`config.mk`:
```
export PLATFORM = sky130hd
export DESIGN_NAME = regfile_wb_arbiter
export DESIGN_NICKNAME = d
export VERILOG_FILES = /design/src/rtl/regfile_wb_arbiter.sv
export SDC_FILE = /design/constraint.sdc
export NUM_CORES = 1
export LEC_CHECK = 0
export CORE_AREA = 2 2 89 91
export CTS_CLUSTER_DIAMETER = 120
export CTS_CLUSTER_SIZE = 30
export DETAILED_ROUTE_END_ITERATION = 7
export DIE_AREA = 0 0 91 93
export PLACE_DENSITY_LB_ADDON = 0.12
export SYNTH_ARGS = -nofsm -noshare
export SYNTH_HDL_FRONTEND = slang
export SYNTH_SLANG_ARGS = --single-unit
export TNS_END_PERCENT = 20
```
`constraint.sdc`:
```
create_clock -name clk -period 2.5 [get_ports clk]
set_input_delay 0.5 -clock clk [delete_from_list [all_inputs] [get_ports clk]]
set_output_delay 0.5 -clock clk [all_outputs]
set_load 0.02 [all_outputs]
```
`src/rtl/regfile_wb_arbiter.sv`:
```
// Write-back arbiter and busy scoreboard for the 32 x 32-bit register file.
// Two producers (ALU result path A, load return path M) share the single
// register-file write port. One winner per cycle is chosen round-robin and
// its write is presented one cycle later on registered regWrite/writeReg/
// writeData. A per-register busy bit lets the issue stage stall on operands
// whose write-back has not yet committed.
module regfile_wb_arbiter #(
  parameter int NREG = 32,
  parameter int AW   = 5,
  parameter int DW   = 32
) (
  input  logic          clk,
  input  logic          rst,
  // ALU write-back request
  input  logic          a_valid,
  input  logic [AW-1:0] a_reg,
  input  logic [DW-1:0] a_data,
  output logic          a_ready,
  // load write-back request
  input  logic          m_valid,
  input  logic [AW-1:0] m_reg,
  input  logic [DW-1:0] m_data,
  output logic          m_ready,
  // destination reservation from the issue stage
  input  logic          rsv_valid,
  input  logic [AW-1:0] rsv_reg,
  // operand busy lookup
  input  logic [AW-1:0] rs,
  input  logic [AW-1:0] rt,
  output logic          rs_busy,
  output logic          rt_busy,
  // register-file write port
  output logic          regWrite,
  output logic [AW-1:0] writeReg,
  output logic [DW-1:0] writeData
);

  // Round-robin history: 0 = A was granted last, 1 = M was granted last.
  logic          last_reg;
  logic          last_next;

  logic          grant_a;
  logic          grant_m;
  logic          accept;
  logic [AW-1:0] sel_reg;
  logic [DW-1:0] sel_data;

  logic          reg_write_reg;
  logic [AW-1:0] write_idx_reg;
  logic [DW-1:0] write_data_reg;

  // Write actually committed by the register file at the coming edge.
  logic          commit;

  logic [NREG-1:0] busy;

  // Grant selection: a lone requester wins; on a tie the one not granted last wins.
  always_comb begin
    grant_a = 1'b0;
    grant_m = 1'b0;
    if (!rst) begin
      if (a_valid && (!m_valid || last_reg)) begin
        grant_a = 1'b1;
      end else if (m_valid) begin
        grant_m = 1'b1;
      end
    end
  end

  assign a_ready  = grant_a;
  assign m_ready  = grant_m;
  assign accept   = grant_a | grant_m;
  assign sel_reg  = grant_a ? a_reg  : m_reg;
  assign sel_data = grant_a ? a_data : m_data;

  // Round-robin pointer moves only when somebody is granted.
  always_comb begin
    last_next = last_reg;
    if (grant_a) begin
      last_next = 1'b0;
    end else if (grant_m) begin
      last_next = 1'b1;
    end
  end

  // Arbiter state and registered write port; index/data hold when idle.
  always_ff @(posedge clk) begin
    if (rst) begin
      last_reg       <= 1'b1;
      reg_write_reg  <= 1'b0;
      write_idx_reg  <= '0;
      write_data_reg <= '0;
    end else begin
      last_reg <= last_next;
      if (accept) begin
        write_idx_reg  <= sel_reg;
        write_data_reg <= sel_data;
        reg_write_reg  <= (sel_reg != '0);
      end else begin
        reg_write_reg  <= 1'b0;
      end
    end
  end

  // A write in flight when reset arrives must not land in the register file
  // at the reset edge, so the enable is masked by reset as well.
  assign commit    = reg_write_reg & ~rst;
  assign regWrite  = commit;
  assign writeReg  = write_idx_reg;
  assign writeData = write_data_reg;

  // Scoreboard: one flop per architectural register, register 0 never busy.
  generate
    for (genvar gi = 0; gi < NREG; gi++) begin : g_busy
      if (gi == 0) begin : g_zero
        assign busy[gi] = 1'b0;
      end else begin : g_bit
        logic bit_reg;
        logic set_hit;
        logic clr_hit;

        assign set_hit = rsv_valid && (rsv_reg == AW'(gi));
        assign clr_hit = commit && (write_idx_reg == AW'(gi));

        // A new reservation on the retiring edge overrides the clear.
        always_ff @(posedge clk) begin
          if (rst) begin
            bit_reg <= 1'b0;
          end else if (set_hit) begin
            bit_reg <= 1'b1;
          end else if (clr_hit) begin
            bit_reg <= 1'b0;
          end
        end

        assign busy[gi] = bit_reg;
      end
    end
  endgenerate

  assign rs_busy = busy[rs];
  assign rt_busy = busy[rt];

endmodule

```
**Word-level counts from Yosys, hierarchy flattened**

Index checks and enable logic that the tools add are counted.
Widths: inputs -> output; s select.

- Register bits: 70
- Input port bits: 94
- Word-level logic and storage cells: 277

- $lt $le $gt $ge: 2
- Eq/ne operators: 62
- Mux-type cells: 75
- Bitwise gates (word level): 4
- Reductions and logical operators: 99

Operators with widths:

| operator | count |
|---|---|
| $eq 5x5->1 const B | 32 |
| $eq 5x4->1 const B | 16 |
| $mux 1 | 71 |
| $reduce_bool 2->1 | 32 |
| $logic_and 1x1->1 | 63 |
| $eq 5x3->1 const B | 8 |
| $mux 32 | 1 |
| $eq 5x2->1 const B | 4 |
| $lt 5x6->1 const B | 2 |
| $bmux 1 s5 | 2 |
| $eq 5x1->1 const B | 2 |
| $mux 5 | 1 |
| $reduce_bool 5->1 | 1 |
| $not 1->1 | 2 |
| $reduce_or 2->1 | 1 |
| $and 1x1->1 | 1 |
| $logic_not 1->1 | 1 |
| $logic_or 1x1->1 | 1 |
| $or 1x1->1 | 1 |

**Depth between registers and ports, before layout**

Gate-level depths: netlist of the first run.

- Depth after elaboration: 8
- Mapped depth: 6
- Gate-level depth less buffers: 4

**Worst setup path before layout of the first run**

Ideal clock, no wire load.

- Path type: in2out
- From: input rs[0]
- To: output rs_busy
- Arrival: 1.636 ns
- Path slack: 0.364 ns
- Cell stages on the path: 5
- Cells stage by stage: buf_2 -> mux4_2 -> nand2b_1 -> o211ai_1 -> nand4_1

- Word-level cells in the longest chain between the ends: 2

RTL lines:

| item | line | text |
|---|---|---|
| from (decl) | 28 | `input logic [AW-1:0] rs,` |
| $bmux 1 s5 | 141 | `assign rs_busy = busy[rs];` |
| $mux 1 (not written as such) | 141 |  |
| to (decl) | 30 | `output logic rs_busy,` |

Every way passes these cells. The select of a mux whose other input is x is not followed.

**Worst setup path in the final report of the first run**

- From: input rs[2]
- To: output rs_busy

Same word-level chain as after synthesis.

==> results.yml, run 1 <==
logic_synthesis:
  yosys.area.top_type: "dfxtp_1"
  synth_area_leaders: "dfxtp_1 40%, mux2i_1 11%, a21oi_1 7.8%"
  ys_types: 31
  synth_area_per_cell_um2: 8.80
  synth_top_area_frac: 0.395
  ys_warn_count: 0
  synth-edff-count: 0
  syn_inst: 403
  synth_nets: 497
  synth_seq_cells: 70
  seq_area_frac_synth: 0.395
  syn_area_um2: 3540
  async_flop_share: 0
  synth_top_flop_cell: "dfxtp_1"
clock_network:
  cts_buffer_depth: 2
  insertion_delay_ns: 0.35
  post-cts-setup-buffer-count: 0
  postCtsHoldBufs: 0
  cts.htree.levels: 3
  clk_pin_slew_ns: 0.07
  cts_tree: "built"
  cts-root-buf: "clkbuf_8"
  clock_sinks: 70
  numCtsBuffers: 9
floorplan:
  fp.dieArea_um2: 8460
  ioPinCount: 136
  row_count: 32
  core-area_um2: 7530
  floorplan.initialDensity: 0.471
  die_y_um: 93
  die_x_um: 91
timing:
  timing.fmax_ghz: 0.420
  setup_viol: 0
  rsz0062_at_grt: "no"
  maxSlewHeadroom: 0.650
  finalHoldViolations: 0
  tightestPinTransition_ns: 0.525
  fin_hold_ws_ns: 0.481
  fin_setup_tns_ns: 0
  fin_worst_skew_ns: 0.00915
  finalCritPeriodShare: 0.952
  period_needed_ns: 2.38
  drv_slew: 0
place:
  placedCellCount: 641
  place_congestion: 0.908
  dp_hpwl_um: 8380
  dpl_cell_area_um2: 5110
  port_buffers: 135
power_and_ir_drop:
  power.total_uw: 2890
  power_density_nw_per_um2: 543
  p_leak_uw: 0.00204
  peakVddDrop_mv: 0.404
cells_and_area:
  nets: 644
  instances_no_fill: 657
  antenna_cells: 0
  area_delta_synth_final_pct: 50.3
  final_cell_area_um2: 5330
  ff_latch_area_um2: 1400
  drive_gt1_frac: 0.133
  multi_input_area_um2: 1920
  num-fill-cells: 612
  largest_reg_flops: 32
setup_path:
  critical_path_class: "in -> out"
  crit_path_max_fanout: 9
  critPathArrivalTime_ns: 1.88
  cp-start-kind: "input port"
  cp-end-kind: "primary output"
  required_ns: 2.00
routing:
  drtIter0Drc: 210
  vias: 3636
  drt_pass1_iterations: 4
  antenna_left: 0
  finalWirelength_um: 10900
  routedWlPerCell_um: 16.6
  drc_errors: 0
  via_per_inst: 5.53
global_route:
  grt_overflow: 0
  grt_usage: 0.264
  grt_max_degree: 44
  grt_pass1_vias: 3736
  antenna_found_initial: 0
  grt_pass1_wl_um: 17800
status:
  status: "completed"
job:
  max_cap_violations: 0
min_path:
  hold_path.class: "in -> reg"
[placed cells by master (no fill, tap or decap), types with 8 or more instances in the layout]
cell	Yosys	routed
clkdlybuf4s50_1	0	126
dfxtp_1	70	70
a21oi_1	55	55
mux2i_1	38	38
nand2_1	36	36
o21ai_0	34	34
buf_4	2	26
inv_1	23	23
nand3_1	18	18
o221a_2	17	17
nor2_1	15	15
o2bb2ai_1	15	15
nor2b_1	12	12
clkbuf_8	0	10
nand2b_1	8	8
[worst max-delay path, cell delays in order]
cell	delay, ns
clkdlybuf4s50_1	0.51
buf_12	0.15
mux2i_1	0.21
a22oi_1	0.11
nand3_1	0.10
nand4_1	0.11
buf_2	0.19
[cell usage after synthesis, types with 4 or more instances]
cell,count
nand3_1,18
o21ai_0,34
buf_2,12
o221a_2,17
nor2b_1,12
clkbuf_1,9
inv_1,23
nand2_1,36
o2bb2ai_1,15
a22oi_1,4
mux2i_1,38
a21oi_1,55
nor2_1,15
mux4_2,6
nand2b_1,8
a211oi_1,7
dfxtp_1,70
[power by group]
part	switching, µW	leakage [µW]	internal (µW)
clock network	430	0.000108	585
logic	300	0.00136	355
registers	44.5	0.000573	1180
[layer usage]
metal	global-route usage	up-vias	wire, µm
met4	0.121	0	232
li1	-	1771	-
met5	0	-	0
met3	0.0725	16	725
met2	0.458	119	5520
met1	0.303	1730	4440
[area by class of cell]
type / instances / share of cell area
Tap cell: 102 / 0.0239
Clock buffer: 10 / 0.0258
Clock inverter: 6 / 0.0160
Sequential cell: 70 / 0.263
Timing Repair Buffer: 163 / 0.295
Multi-Input combinational cell: 283 / 0.360
Inverter: 23 / 0.0162
[through the flow]
stage	setup WS [ns]	util
after CTS	0.00561	0.708
after detailed placement	-0.625	0.680
after floorplan	0.364	-
final	0.120	0.708
after global routing	0.0192	0.708
after global placement	-0.567	0.680
[logic make-up after synthesis]
logic type,count (synthesis),synth area share
flip-flops,70,0.395
buffers and inverters,50,0.0635
AND/OR/NAND/NOR,101,0.137
AO/OA/AOI/OAI,138,0.258
multiplexers,44,0.145
[timing repair]
action                                  CTS  global route
gates resized for setup                  15             2
endpoints found under the setup margin    3             3
hold endpoints to repair                  0             0
pin swaps                                 0             1
[final timing paths]
kind | cells after the start | slack, ns | from | end
max reg2reg | 5 | 0.75 | last_reg | writeData[7]
max | 7 | 0.12 | rs[2] | rs_busy
min | 3 | 0.48 | rst | last_reg
min reg2reg | 2 | 0.50 | g_busy[28].g_bit.bit_reg | g_busy[28].g_bit.bit_reg
(Power assumes the default switching activity.)
==> inputs of run 2 (changes only) <==
--- a/config.mk
+++ b/config.mk
@@ -6,11 +6,10 @@
 export NUM_CORES = 1
 export LEC_CHECK = 0
 export CORE_AREA = 2 2 89 91
-export CTS_CLUSTER_DIAMETER = 120
 export CTS_CLUSTER_SIZE = 30
 export DETAILED_ROUTE_END_ITERATION = 7
 export DIE_AREA = 0 0 91 93
-export PLACE_DENSITY_LB_ADDON = 0.12
+export PLACE_DENSITY = 0.87
 export SYNTH_ARGS = -nofsm -noshare
 export SYNTH_HDL_FRONTEND = slang
 export SYNTH_SLANG_ARGS = --single-unit
==> run 2 against run 1 <==
Compared with the run above:
- first-iteration DRC count increased by 17%
- global-route usage rose by 0.090 points
- final area down 1.7%
- critical path depth did not move
- sequential power about the same
- critical endpoint is now rt_busy
- largest cell class unchanged
- largest power group unchanged
==> results.yml, run 2 (synthesized netlist as in run 1, its figures left out) <==
timing:
  rsz0062_at_grt: "no"
  setup_viol: 0
  period_needed_ns: 2.44
  tightestPinTransition_ns: 0.612
  fin_worst_skew_ns: 0.0114
  finalHoldViolations: 0
  maxSlewHeadroom: 0.591
  finalCritPeriodShare: 0.978
  drv_slew: 0
  timing.fmax_ghz: 0.409
  worst_slack_ns: 0.0555
power_and_ir_drop:
  power.total_uw: 2760
  p_int_uw: 1990
  p_sw_frac: 0.281
  p_switching_uw: 777
  p_leak_uw: 0.00196
  combPwrFrac: 0.236
  peakVddDrop_mv: 0.397
  clkPwrFrac: 0.321
  pwr-share-seq: 0.444
  power_density_nw_per_um2: 527
routing:
  via_per_inst: 5.63
  antenna_left: 0
  drc_errors: 0
  routedWlPerCell_um: 17.3
  drtIter0Drc: 245
  drt_pass1_iterations: 4
  vias: 3640
  finalWirelength_um: 11200
floorplan:
  row_count: 32
  die_y_um: 93
  die_x_um: 91
  fp.dieArea_um2: 8460
  ioPinCount: 136
  core-area_um2: 7530
  floorplan.initialDensity: 0.471
setup_path:
  critPathArrivalTime_ns: 1.94
  cp-start-kind: "input port"
  reg2reg_from: "last_reg"
  critical_path_class: "in -> out"
  cp-end-kind: "primary output"
  required_ns: 2.00
  critPathLaunch: "rt[2]"
  crit_path_max_fanout: 12
  reg2regPathDepth: 5
cells_and_area:
  instances_no_fill: 647
  multi_input_area_um2: 1940
  layout_commonest_cell: "clkdlybuf4s50_1"
  nets: 634
  ff_latch_area_um2: 1400
  area_delta_synth_final_pct: 47.8
  mostFrequentLayoutCells: "127 x clkdlybuf4s50_1, 70 x dfxtp_1, 55 x a21oi_1, 36 x nand2_1, 34 x o21ai_0"
  fin_util: 0.696
  num-fill-cells: 591
  largest_reg_flops: 32
  drive_gt1_frac: 0.121
  final_cell_area_um2: 5240
  antenna_cells: 0
clock_network:
  cts.htree.levels: 3
  insertion_delay_ns: 0.35
  cts_tree: "built"
  cts_buffer_depth: 2
  cts-root-buf: "clkbuf_8"
  post-cts-setup-buffer-count: 0
  postCtsHoldBufs: 0
  clk_pin_slew_ns: 0.07
  clock_sinks: 70
  numCtsBuffers: 9
job:
  max_cap_violations: 0
place:
  preCtsSetupSlack_ns: -0.582
  dpl_cell_area_um2: 5050
  dp_hpwl_um: 8610
  place_congestion: 0.910
  placedCellCount: 631
  port_buffers: 135
global_route:
  antenna_found_initial: 0
  grt_max_degree: 40
  grt_usage: 0.265
  grt_pass1_vias: 3709
  grt_overflow: 0
  grt_pass1_wl_um: 17900
min_path:
  holdPathStages: 3
  hold_path.class: "in -> reg"
  hp-start: "rst"
status:
  status: "completed"
[run 2: changes by cell type in the layout (fill, tap and decap cells not counted)]
cell | before | now
clkbuf_1 | 0 | 3
clkbuf_8 | 10 | 9
clkdlybuf4s15_2 | 2 | 1
buf_12 | 2 | 3
mux2i_1 | 38 | 33
clkbuf_2 | 1 | 2
buf_4 | 26 | 15
dlygate4sd2_1 | 3 | 2
mux2i_2 | 0 | 5
clkinvlp_4 | 2 | 1
bufinv_16 | 2 | 1
clkdlybuf4s50_1 | 126 | 127
[run 2: cell type report]
type	count	share of cell area
multi-input combinational	283	0.370
timing repair buffer	153	0.287
sequential	70	0.267
clock buffer	12	0.0258
tap	102	0.0244
inverter	23	0.0165
clock inverter	4	0.00907
[run 2: worst paths after layout]
check / to / slack (ns)
worst max register to register: writeData[16] / 0.79
worst min register to register: g_busy[29].g_bit.bit_reg / 0.49
worst max-delay path: rt_busy / 0.06
worst min-delay path: last_reg / 0.46
[run 2: power by group through the flow]
stage / sequential, µW / combinational (µW) / clock (µW)
finish: 1230 / 651 / 886
global route: 1230 / 692 / 943
CTS: 1220 / 651 / 887
detailed placement: 1250 / 652 / 0
global placement: 1250 / 637 / 0
floorplan: 1300 / 238 / 0
[run 2: per-layer routing]
layer,routed length (µm),vias to the layer above,track usage
li1,-,1741,-
met1,4340,1726,0.292
met2,5590,145,0.467
met3,928,28,0.0862
met4,309,0,0.116
met5,0,-,0
[run 2: metrics by stage]
step	TNS [ns]	hold slack (ns)
finish	0	0.460
global route	0	0.481
CTS	0	0.452
detailed placement	-1.15	0.485
global placement	-1.10	0.480
floorplan	0	0.460
[run 2: timing repair]
action / CTS / global route
resized for setup: 12 / 9
setup endpoints to repair: 2 / 3
pin swaps: 1 / 1
[run 2: critical path, cell delays in order]
cell	delay (ns)
clkdlybuf4s50_1	0.51
buf_12	0.15
mux2i_1	0.22
nand3_1	0.10
nand3_1	0.09
nand4_1	0.09
clkdlybuf4s15_2	0.27
